<file path="config.mk">
export PLATFORM = sky130hd
export DESIGN_NAME = mux_arb_reg
export DESIGN_NICKNAME = d
export VERILOG_FILES = /design/src/rtl/mux_pkg.sv /design/src/rtl/mux_arb_reg_rr_arbiter.sv /design/src/rtl/mux_arb_reg.sv
export SDC_FILE = /design/constraint.sdc
export NUM_CORES = 1
export LEC_CHECK = 0
export ABC_AREA = 1
export ABC_CLOCK_PERIOD_IN_PS = 4400
export CORE_MARGIN = 5
export CORE_UTILIZATION = 30
export CTS_BUF_LIST = sky130_fd_sc_hd__clkbuf_8
export DETAILED_ROUTE_END_ITERATION = 10
export SLEW_MARGIN = 30
export SYNTH_ARGS = -nofsm -noshare
export SYNTH_HDL_FRONTEND = slang
export SYNTH_SLANG_ARGS = --single-unit
</file>
<file path="constraint.sdc">
create_clock -name clk -period 4.4 [get_ports clk]
set_clock_uncertainty 0.1 [all_clocks]
set_input_delay 0.66 -clock clk [delete_from_list [all_inputs] [get_ports clk]]
set_output_delay 0.66 -clock clk [all_outputs]
set_load 0.02 [all_outputs]
</file>
<file path="src/rtl/mux_pkg.sv">
// Shared constants and helpers for the registered N:1 multiplexer/arbiter.
// Latency: n/a (package only).
// Backpressure: n/a (package only).
package mux_pkg;

   localparam logic MODE_SEL = 1'b0;
   localparam logic MODE_RR  = 1'b1;

   localparam int NBITS_DEF = 7;

   // Smallest r with 2**r >= v; used to size and sanity-check index widths.
   function automatic int clog2(input int v);
      int r;
      r = 0;
      while ((1 << r) < v) r = r + 1;
      return r;
   endfunction

endpackage

</file>
<file path="src/rtl/mux_arb_reg_rr_arbiter.sv">
// Round-robin arbiter: first valid channel at or above ptr, wrapping modulo NCH.
// Latency: combinational.
// Backpressure: none; the caller qualifies the grant with its own load condition.
import mux_pkg::*;

module rr_arbiter #(
   parameter int NCH = 4,
   parameter int IW  = (clog2(NCH) < 1) ? 1 : clog2(NCH)
) (
   input  logic [NCH-1:0] valid,
   input  logic [IW-1:0]  ptr,
   output logic [NCH-1:0] grant,
   output logic [IW-1:0]  idx
);

   logic found;

   // Scan NCH positions starting at ptr; the first valid one wins.
   always_comb begin
      int c;
      c     = 0;
      grant = '0;
      idx   = '0;
      found = 1'b0;
      for (int k = 0; k < NCH; k++) begin
         c = int'(ptr) + k;
         if (c >= NCH) c = c - NCH;
         if (!found && valid[c]) begin
            found    = 1'b1;
            grant[c] = 1'b1;
            idx      = IW'(c);
         end
      end
   end

endmodule

</file>
<file path="src/rtl/mux_arb_reg.sv">
// Registered NCH:1 mux with select or round-robin grant; MUX_ARB_LOCK_EN adds packet lock via in_last.
// Latency: 1 cycle from input transfer to out_valid.
// Backpressure: in_ready only when the output register can load (!out_valid || out_ready); full rate back-to-back.
import mux_pkg::*;

module mux_arb_reg #(
   parameter int NBITS = NBITS_DEF,
   parameter int NCH   = 4,
   parameter int SELW  = 2
) (
   input  logic                 clk,
   input  logic                 rst,
   input  logic [NCH*NBITS-1:0] in_data,
   input  logic [NCH-1:0]       in_valid,
   output logic [NCH-1:0]       in_ready,
   input  logic [SELW-1:0]      sel,
   input  logic                 mode,
   output logic [NBITS-1:0]     out_data,
   output logic [SELW-1:0]      out_ch,
   output logic                 out_valid,
   input  logic                 out_ready
`ifdef MUX_ARB_LOCK_EN
   ,input logic [NCH-1:0]       in_last
`endif
);

   localparam int IW = (clog2(NCH) < 1) ? 1 : clog2(NCH);

   if (NCH < 2 || NCH > 16) begin : g_bad_nch
      $error("mux_arb_reg: NCH must be in 2..16");
   end
   if (SELW < IW) begin : g_bad_selw
      $error("mux_arb_reg: SELW too narrow for NCH");
   end

   logic [SELW-1:0]  rr_ptr;
   logic [NCH-1:0]   sel_grant;
   logic [NCH-1:0]   rr_grant;
   logic [IW-1:0]    rr_idx;
   logic [NCH-1:0]   grant;
   logic [SELW-1:0]  grant_idx;
   logic [NBITS-1:0] grant_data;
   logic             load;
   logic             xfer;
   logic             ptr_adv;

   assign load = !out_valid || out_ready;

   rr_arbiter #(.NCH(NCH), .IW(IW)) u_rr (
      .valid (in_valid),
      .ptr   (rr_ptr[IW-1:0]),
      .grant (rr_grant),
      .idx   (rr_idx)
   );

   // Select-mode grant; out-of-range sel simply matches nothing.
   always_comb begin
      sel_grant = '0;
      for (int i = 0; i < NCH; i++)
         sel_grant[i] = in_valid[i] && (sel == SELW'(i));
   end

`ifdef MUX_ARB_LOCK_EN
   logic            lock_vld;
   logic [SELW-1:0] lock_ch;

   // A locked channel keeps the grant regardless of mode, sel or rr_ptr.
   always_comb begin
      grant     = '0;
      grant_idx = '0;
      if (lock_vld) begin
         for (int i = 0; i < NCH; i++)
            grant[i] = in_valid[i] && (lock_ch == SELW'(i));
         grant_idx = lock_ch;
      end else if (mode == MODE_RR) begin
         grant     = rr_grant;
         grant_idx = SELW'(rr_idx);
      end else begin
         grant     = sel_grant;
         grant_idx = sel;
      end
   end

   assign ptr_adv = xfer && in_last[grant_idx];

   // Lock opens on a non-last beat and releases when the last beat is taken.
   always_ff @(posedge clk) begin
      if (rst) begin
         lock_vld <= 1'b0;
         lock_ch  <= '0;
      end else if (xfer) begin
         lock_vld <= !in_last[grant_idx];
         lock_ch  <= grant_idx;
      end
   end
`else
   // Per-beat grant chosen by the runtime mode.
   always_comb begin
      grant     = sel_grant;
      grant_idx = sel;
      if (mode == MODE_RR) begin
         grant     = rr_grant;
         grant_idx = SELW'(rr_idx);
      end
   end

   assign ptr_adv = xfer;
`endif

   assign in_ready = rst ? '0 : (grant & {NCH{load}});
   assign xfer     = |in_ready;

   // Pick the granted channel's data for the output register.
   always_comb begin
      grant_data = '0;
      for (int i = 0; i < NCH; i++)
         if (grant[i]) grant_data = in_data[i*NBITS +: NBITS];
   end

   // Output register: load on transfer, drain when consumed with nothing new.
   always_ff @(posedge clk) begin
      if (rst) begin
         out_valid <= 1'b0;
         out_data  <= '0;
         out_ch    <= '0;
      end else if (load) begin
         if (xfer) begin
            out_valid <= 1'b1;
            out_data  <= grant_data;
            out_ch    <= grant_idx;
         end else if (out_ready) begin
            out_valid <= 1'b0;
         end
      end
   end

   // Round-robin pointer moves past the winner; frozen in select mode.
   always_ff @(posedge clk) begin
      if (rst) begin
         rr_ptr <= '0;
      end else if (ptr_adv && mode == MODE_RR) begin
         if (int'(grant_idx) == NCH - 1) rr_ptr <= '0;
         else                            rr_ptr <= grant_idx + SELW'(1);
      end
   end

endmodule

</file>
==> results.py, run 1 <==
metrics = {
    "placed_design": {
        "dp_hpwl_um": 3300,
        "post-place-ws_ns": 0.878,
        "gp_congestion": 0.925,
        "dpl_cell_area_um2": 1950,
        "place.port_buffers": 51,
    },
    "flow_run": {
        "drv_cap": 0,
    },
    "floorplan": {
        "placeableCoreArea_um2": 4440,
        "floorplan.rows": 24,
        "die-area_um2": 6140,
        "start_util_pct": 31.5,
        "io_pins": 52,
        "fp.dieH_um": 78.3,
        "die_w_um": 78.3,
    },
    "sta": {
        "tns_ns": 0,
        "fmax_mhz": 276,
        "worst_pin_slew_ns": 0.510,
        "drv_slew": 0,
        "period_minus_slack_ns": 3.62,
        "setup_violations": 0,
        "hold_viol": 0,
        "final.setup.worst_slack_ns": 0.777,
        "slew_headroom_pct": 65.9,
        "fin_crit_sh_pct": 82.3,
        "fin_hold_ws_ns": 0.365,
        "rsz0062_at_grt": "no",
    },
    "grt": {
        "grt_usage_pct": 13.1,
        "grt_pass1_wl_um": 6630,
        "antenna_found_initial": 0,
        "grt_max_degree": 19,
        "overflow": 0,
        "grt_pass1_vias": 1486,
    },
    "route": {
        "first_pass_iters": 4,
        "viasPerCell": 4.56,
        "drt_iter0_markers": 64,
        "ant_nets": 0,
        "drcViolationCount": 0,
        "wl_um": 3980,
        "vias": 1555,
        "wire_per_inst_um": 11.7,
    },
    "worst_setup_path": {
        "arrival_ns": 2.86,
        "cpLargestDelayFamily": "buffers and inverters",
        "crit_chain": "inv_1 -> ha_1 -> inv_1 -> nand3_1 -> nand2_2 -> inv_2 -> nor2_4 -> nand3_1 -> nand3_2 -> nand3_1 -> inv_1 -> clkdlybuf4s50_1",
        "cpPeakStageDelay_ns": 0.60,
        "critPathCaptureType": "output pin",
        "crit_buf_inv": 5,
        "critical_path_required_ns": 3.64,
        "critPathSlowestCell": "clkdlybuf4s50_1",
        "critPathMaxFanout": 9,
        "crit_type": "flop to output pin",
        "start_kind": "flop",
    },
    "clocking": {
        "root_buffer": "clkbuf_8",
        "clock_latency_ns": 0.23,
        "cts_sinks": 12,
        "cts_tree": "done",
        "cts-resized-gates": 0,
        "htree_num_levels": 1,
        "cts.path.max_buffers": 2,
        "cts_setup_buffers": 0,
        "holdBufCountCts": 0,
        "numCtsBuffers": 3,
        "clkTransAtPathRegs_ns": 0.05,
    },
    "yosys": {
        "synth.distinct_cells": 28,
        "synthCells": 238,
        "synth_seq_cells": 12,
        "yosys_warnings": 0,
        "async_flop_share_pct": 0,
        "netlist_area_um2": 1400,
        "syn_nets": 282,
        "synthFlopType": "dfxtp_1",
        "synth_edf_count": 0,
        "yosysSeqAreaShare_pct": 17.1,
        "syn_area_per_cell_um2": 5.89,
    },
    "power": {
        "seq_power_share_pct": 22.5,
        "clock_power_share_pct": 15.3,
        "combPwrFrac_pct": 62.2,
        "p_leak_nw": 0.957,
        "p_per_area_nw_per_um2": 316,
        "power.internal_mw": 0.347,
        "power_switching_mw": 0.284,
        "ir_worst_vdd_mv": 0.0937,
        "swShare_pct": 45.0,
    },
    "final_layout": {
        "drive_gt1_share_pct": 14.2,
        "final_cell_mix": "70 x nand2_1, 51 x clkdlybuf4s50_1, 39 x nand3_1",
        "final_cell_area_um2": 1990,
        "synthToLayoutAreaGrowth_pct": 42.3,
        "layout.nets": 335,
        "layout_commonest_cell": "nand2_1",
        "fillers": 473,
        "diodes": 0,
    },
    "hold_path": {
        "hp-class": "flop to flop",
    },
    "status": {
        "status": "completed",
    },
}
## per-layer routing
metal | routed length [um] | GRT usage (%) | vias to the layer above | part of all wire (%)
met4 | 58 | 5.07 | 0 | 1.5
li1 | - | - | 865 | -
met2 | 1770 | 20.2 | 37 | 44
met5 | 0 | 0 | - | 0
met3 | 177 | 1.14 | 4 | 4.5
met1 | 1980 | 18.8 | 649 | 50
## path summary, 6_finish.rpt
| check | startpoint | to | slack (ns) | cells after the start |
|---|---|---|---|---|
| max | rr_ptr[1]$_SDFFE_PP0P_ | in_ready[1] | 0.78 | 12 |
| min | out_data[0]$_SDFFE_PP0P_ | out_data[0]$_SDFFE_PP0P_ | 0.37 | 2 |
| max reg2reg | rr_ptr[1]$_SDFFE_PP0P_ | rr_ptr[0]$_SDFFE_PP0P_ | 1.63 | 14 |
| min reg2reg | out_data[0]$_SDFFE_PP0P_ | out_data[0]$_SDFFE_PP0P_ | 0.37 | 2 |
## synthesized netlist by cell type (2+ instances only)
library cell,n,area share (%)
nand2_1,70,19
nand3_1,39,14
nor2_1,29,7.8
inv_1,24,6.4
dfxtp_1,12,17
nand2_2,12,5.4
a21oi_2,8,5.0
nand3b_1,7,3.7
ha_1,6,5.4
nand3_2,5,3.6
a21oi_1,3,1.1
inv_2,3,0.80
nor2_2,3,1.3
o21ai_1,2,0.71
o31ai_1,2,1.1
## registers in the layout, summed over array words and instances (netlist names)
register and cells:
out_valid 1, out_ch 2, out_data 7, rr_ptr 2
## layout make-up
cell class              count  area [um^2]  share of cell area (%)
clock buffers               3         41.3                    2.07
inverters                  28          108                    5.40
multi-input cells         193         1010                    50.9
flip-flops and latches     12          240                    12.0
well taps                  52         65.1                    3.26
repair buffers             53          526                    26.3
## kinds of logic (layout without fill, tap and decap cells)
kind of cell | count (synthesis) | in the layout | synth area share (%)
simple gates | 170 | 170 | 58.3
buf+inv | 33 | 84 | 10.4
compound gates | 17 | 17 | 8.75
fa+ha+maj | 6 | 6 | 5.36
flops | 12 | 12 | 17.1
## worst reg2reg max path, stage by stage (launching register included)
cell	delay, ns
dfxtp_1	0.47
inv_1	0.17
ha_1	0.36
inv_1	0.12
nand3_1	0.10
nand2_2	0.11
nor2_2	0.08
a21oi_2	0.17
nand3_2	0.16
nand3_1	0.15
nand2_2	0.12
nor2_8	0.31
nor2_2	0.10
nor2_1	0.10
nor2_1	0.05
## metrics by stage
stage                     util (%)  cells  total power, mW
after floorplan                  -    238            0.421
after global placement        43.9    338            0.539
after detailed placement      43.9    338            0.537
after CTS                     44.9    341            0.636
after global routing          44.9    341            0.693
final                         44.9    341            0.631
## power groups by stage
| stage | clock network, mW | registers [mW] | logic, mW |
|---|---|---|---|
| after floorplan | 0 | 0.165 | 0.256 |
| after global placement | 0 | 0.144 | 0.395 |
| after detailed placement | 0 | 0.144 | 0.393 |
| after CTS | 0.100 | 0.142 | 0.394 |
| after global routing | 0.105 | 0.145 | 0.444 |
| final | 0.0965 | 0.142 | 0.392 |
(Power assumes the default switching activity.)
==> inputs of run 2 (changes only) <==
- ABC_CLOCK_PERIOD_IN_PS: 4400 -> 3300
- clock period: 4.4 -> 3.3 ns (I/O delays scaled with it)
==> run 2 against run 1 <==
  * Clock power grew 64%
  * Sequential share of layout area shrank 0.49 points
  * Routed wire length grew 2.8%
  * Critical path depth is the same
  * Non-clock buffer count grew 8
  * Worst setup slack lost 0.26 ns
  * Die area is the same
  * Clock-buffer cell count grew 1
  * Largest power group unchanged
==> results.py, run 2 (same netlist as run 1, synthesis figures left out) <==
metrics = {
    "worst_setup_path": {
        "start_kind": "flop",
        "critPathCaptureType": "output pin",
        "cp-startpoint": "rr_ptr[0]$_SDFFE_PP0P_",
        "cpLargestDelayFamily": "simple AND/OR/NAND/NOR gates",
        "crit_buf_inv": 4,
        "crit_chain": "inv_4 -> ha_1 -> inv_1 -> nand3_1 -> nand2_2 -> nand2_1 -> nor2_2 -> nand2_1 -> nand3_2 -> nand3_2 -> inv_1 -> dlymetal6s2s_1",
        "endpoint": "in_ready[2]",
        "reg2reg_from": "rr_ptr[0]$_SDFFE_PP0P_",
        "reg2reg_to": "rr_ptr[1]$_SDFFE_PP0P_",
        "crit_type": "flop to output pin",
        "critical_path_required_ns": 2.70,
        "worst-path-stages": 12,
        "critPathSlowestCell": "dfxtp_1",
        "reg2reg_slack_ns": 0.77,
        "arrival_ns": 2.19,
        "rr_worst_depth": 16,
        "critPathMaxFanout": 8,
        "cpPeakStageDelay_ns": 0.38,
    },
    "sta": {
        "hold_viol": 0,
        "fin_crit_sh_pct": 84.4,
        "rsz0062_at_grt": "no",
        "slew_headroom_pct": 69.1,
        "worst_pin_slew_ns": 0.463,
        "period_minus_slack_ns": 2.78,
        "setup_violations": 0,
        "tns_ns": 0,
        "fmax_mhz": 359,
        "drv_slew": 0,
    },
    "status": {
        "status": "completed",
    },
    "final_layout": {
        "largest_reg_flops": 7,
        "largestRegisters": "out_data (7), out_ch (2), rr_ptr (2)",
        "top_register": "out_data",
        "fin_util_pct": 46.8,
        "diodes": 0,
        "instances_no_fill": 350,
        "synthToLayoutAreaGrowth_pct": 48.3,
        "multi_input_area_um2": 1010,
        "final_cell_mix": "70 x nand2_1, 47 x clkdlybuf4s50_1, 39 x nand3_1",
        "fillers": 462,
        "layout_commonest_cell": "nand2_1",
        "layout.nets": 343,
        "drive_gt1_share_pct": 16.8,
        "seq_area_um2": 240,
        "final_cell_area_um2": 2080,
    },
    "placed_design": {
        "dpl_cell_area_um2": 2010,
        "place_inst": 346,
        "dp_hpwl_um": 3380,
        "gp_congestion": 0.906,
        "place.port_buffers": 51,
    },
    "floorplan": {
        "start_util_pct": 31.5,
        "placeableCoreArea_um2": 4440,
        "fp.dieH_um": 78.3,
        "die_w_um": 78.3,
        "floorplan.rows": 24,
        "die-area_um2": 6140,
        "io_pins": 52,
    },
    "hold_path": {
        "hp-class": "flop to flop",
    },
    "clocking": {
        "holdBufCountCts": 0,
        "cts_sinks": 12,
        "htree_num_levels": 1,
        "cts_tree": "done",
        "clkTransAtPathRegs_ns": 0.05,
        "cts_setup_buffers": 0,
        "numCtsBuffers": 3,
        "cts.path.max_buffers": 2,
        "root_buffer": "clkbuf_8",
        "clock_latency_ns": 0.24,
    },
    "route": {
        "wire_per_inst_um": 11.7,
        "viasPerCell": 4.71,
        "drcViolationCount": 0,
        "ant_nets": 0,
        "wl_um": 4090,
        "first_pass_iters": 4,
        "vias": 1649,
        "drt_iter0_markers": 85,
    },
    "grt": {
        "grt_usage_pct": 13.0,
        "grt_max_degree": 19,
        "grt_pass1_wl_um": 6670,
        "antenna_found_initial": 0,
        "grt_pass1_vias": 1504,
        "overflow": 0,
    },
    "power": {
        "p_per_area_nw_per_um2": 430,
        "p_leak_nw": 1.07,
        "ir_worst_vdd_mv": 0.125,
        "power_mw": 0.894,
    },
    "flow_run": {
        "drv_cap": 0,
    },
}
[run 2: metal layers]
metal / GRT usage [%] / wire length, um / vias up
li1: - / - / 880
met5: 0 / 0 / -
met2: 19.7 / 1810 / 60
met1: 18.8 / 1940 / 703
met4: 4.72 / 46 / 0
met3: 1.60 / 295 / 6
[run 2: worst register-to-register path, delay by kind of cell, from the launching register on]
kind            cells  cell delay [ns]
simple gates        8             0.66
fa+ha+maj           2             0.62
flops               1             0.38
compound gates      2             0.38
buf+inv             4             0.30
[run 2: per-stage QoR]
step	setup slack [ns]	hold WS [ns]
floorplan	0.868	0.442
global placement	0.178	0.358
detailed placement	0.169	0.361
CTS	0.142	0.371
global route	0.310	0.389
finish	0.515	0.370
[run 2: timing repair]
item | CTS | global route
gates resized for setup | 0 | 4
endpoints found under the setup margin | 0 | 4
endpoints found under the hold margin | 0 | 0
[run 2: how the worst min path moves through the flow]
stage | end | slack (ns) | from | cells after the start
after global routing | out_data[3]$_SDFFE_PP0P_ | 0.39 | out_data[3]$_SDFFE_PP0P_ | 2
after floorplan | rr_ptr[1]$_SDFFE_PP0P_ | 0.44 | rr_ptr[1]$_SDFFE_PP0P_ | 2
after global placement | out_data[2]$_SDFFE_PP0P_ | 0.36 | out_data[2]$_SDFFE_PP0P_ | 2
final | out_data[2]$_SDFFE_PP0P_ | 0.37 | out_data[2]$_SDFFE_PP0P_ | 2
after detailed placement | out_data[2]$_SDFFE_PP0P_ | 0.36 | out_data[2]$_SDFFE_PP0P_ | 2
after CTS | out_data[2]$_SDFFE_PP0P_ | 0.37 | out_data[2]$_SDFFE_PP0P_ | 2
[run 2: cell type report]
| class | instances | area share (%) |
|---|---|---|
| timing repair buffer | 61 | 28.7 |
| multi-input combinational | 193 | 48.8 |
| sequential | 12 | 11.6 |
| clock buffer | 4 | 2.65 |
| inverter | 28 | 5.18 |
| tap | 52 | 3.13 |
[run 2: where the power goes]
group | internal [mW] | switching (mW) | leakage (nW)
sequential | 0.172 | 0.0157 | 0.0991
combinational | 0.227 | 0.322 | 0.938
clock | 0.105 | 0.0529 | 0.0288
total | 0.503 | 0.391 | 1.07
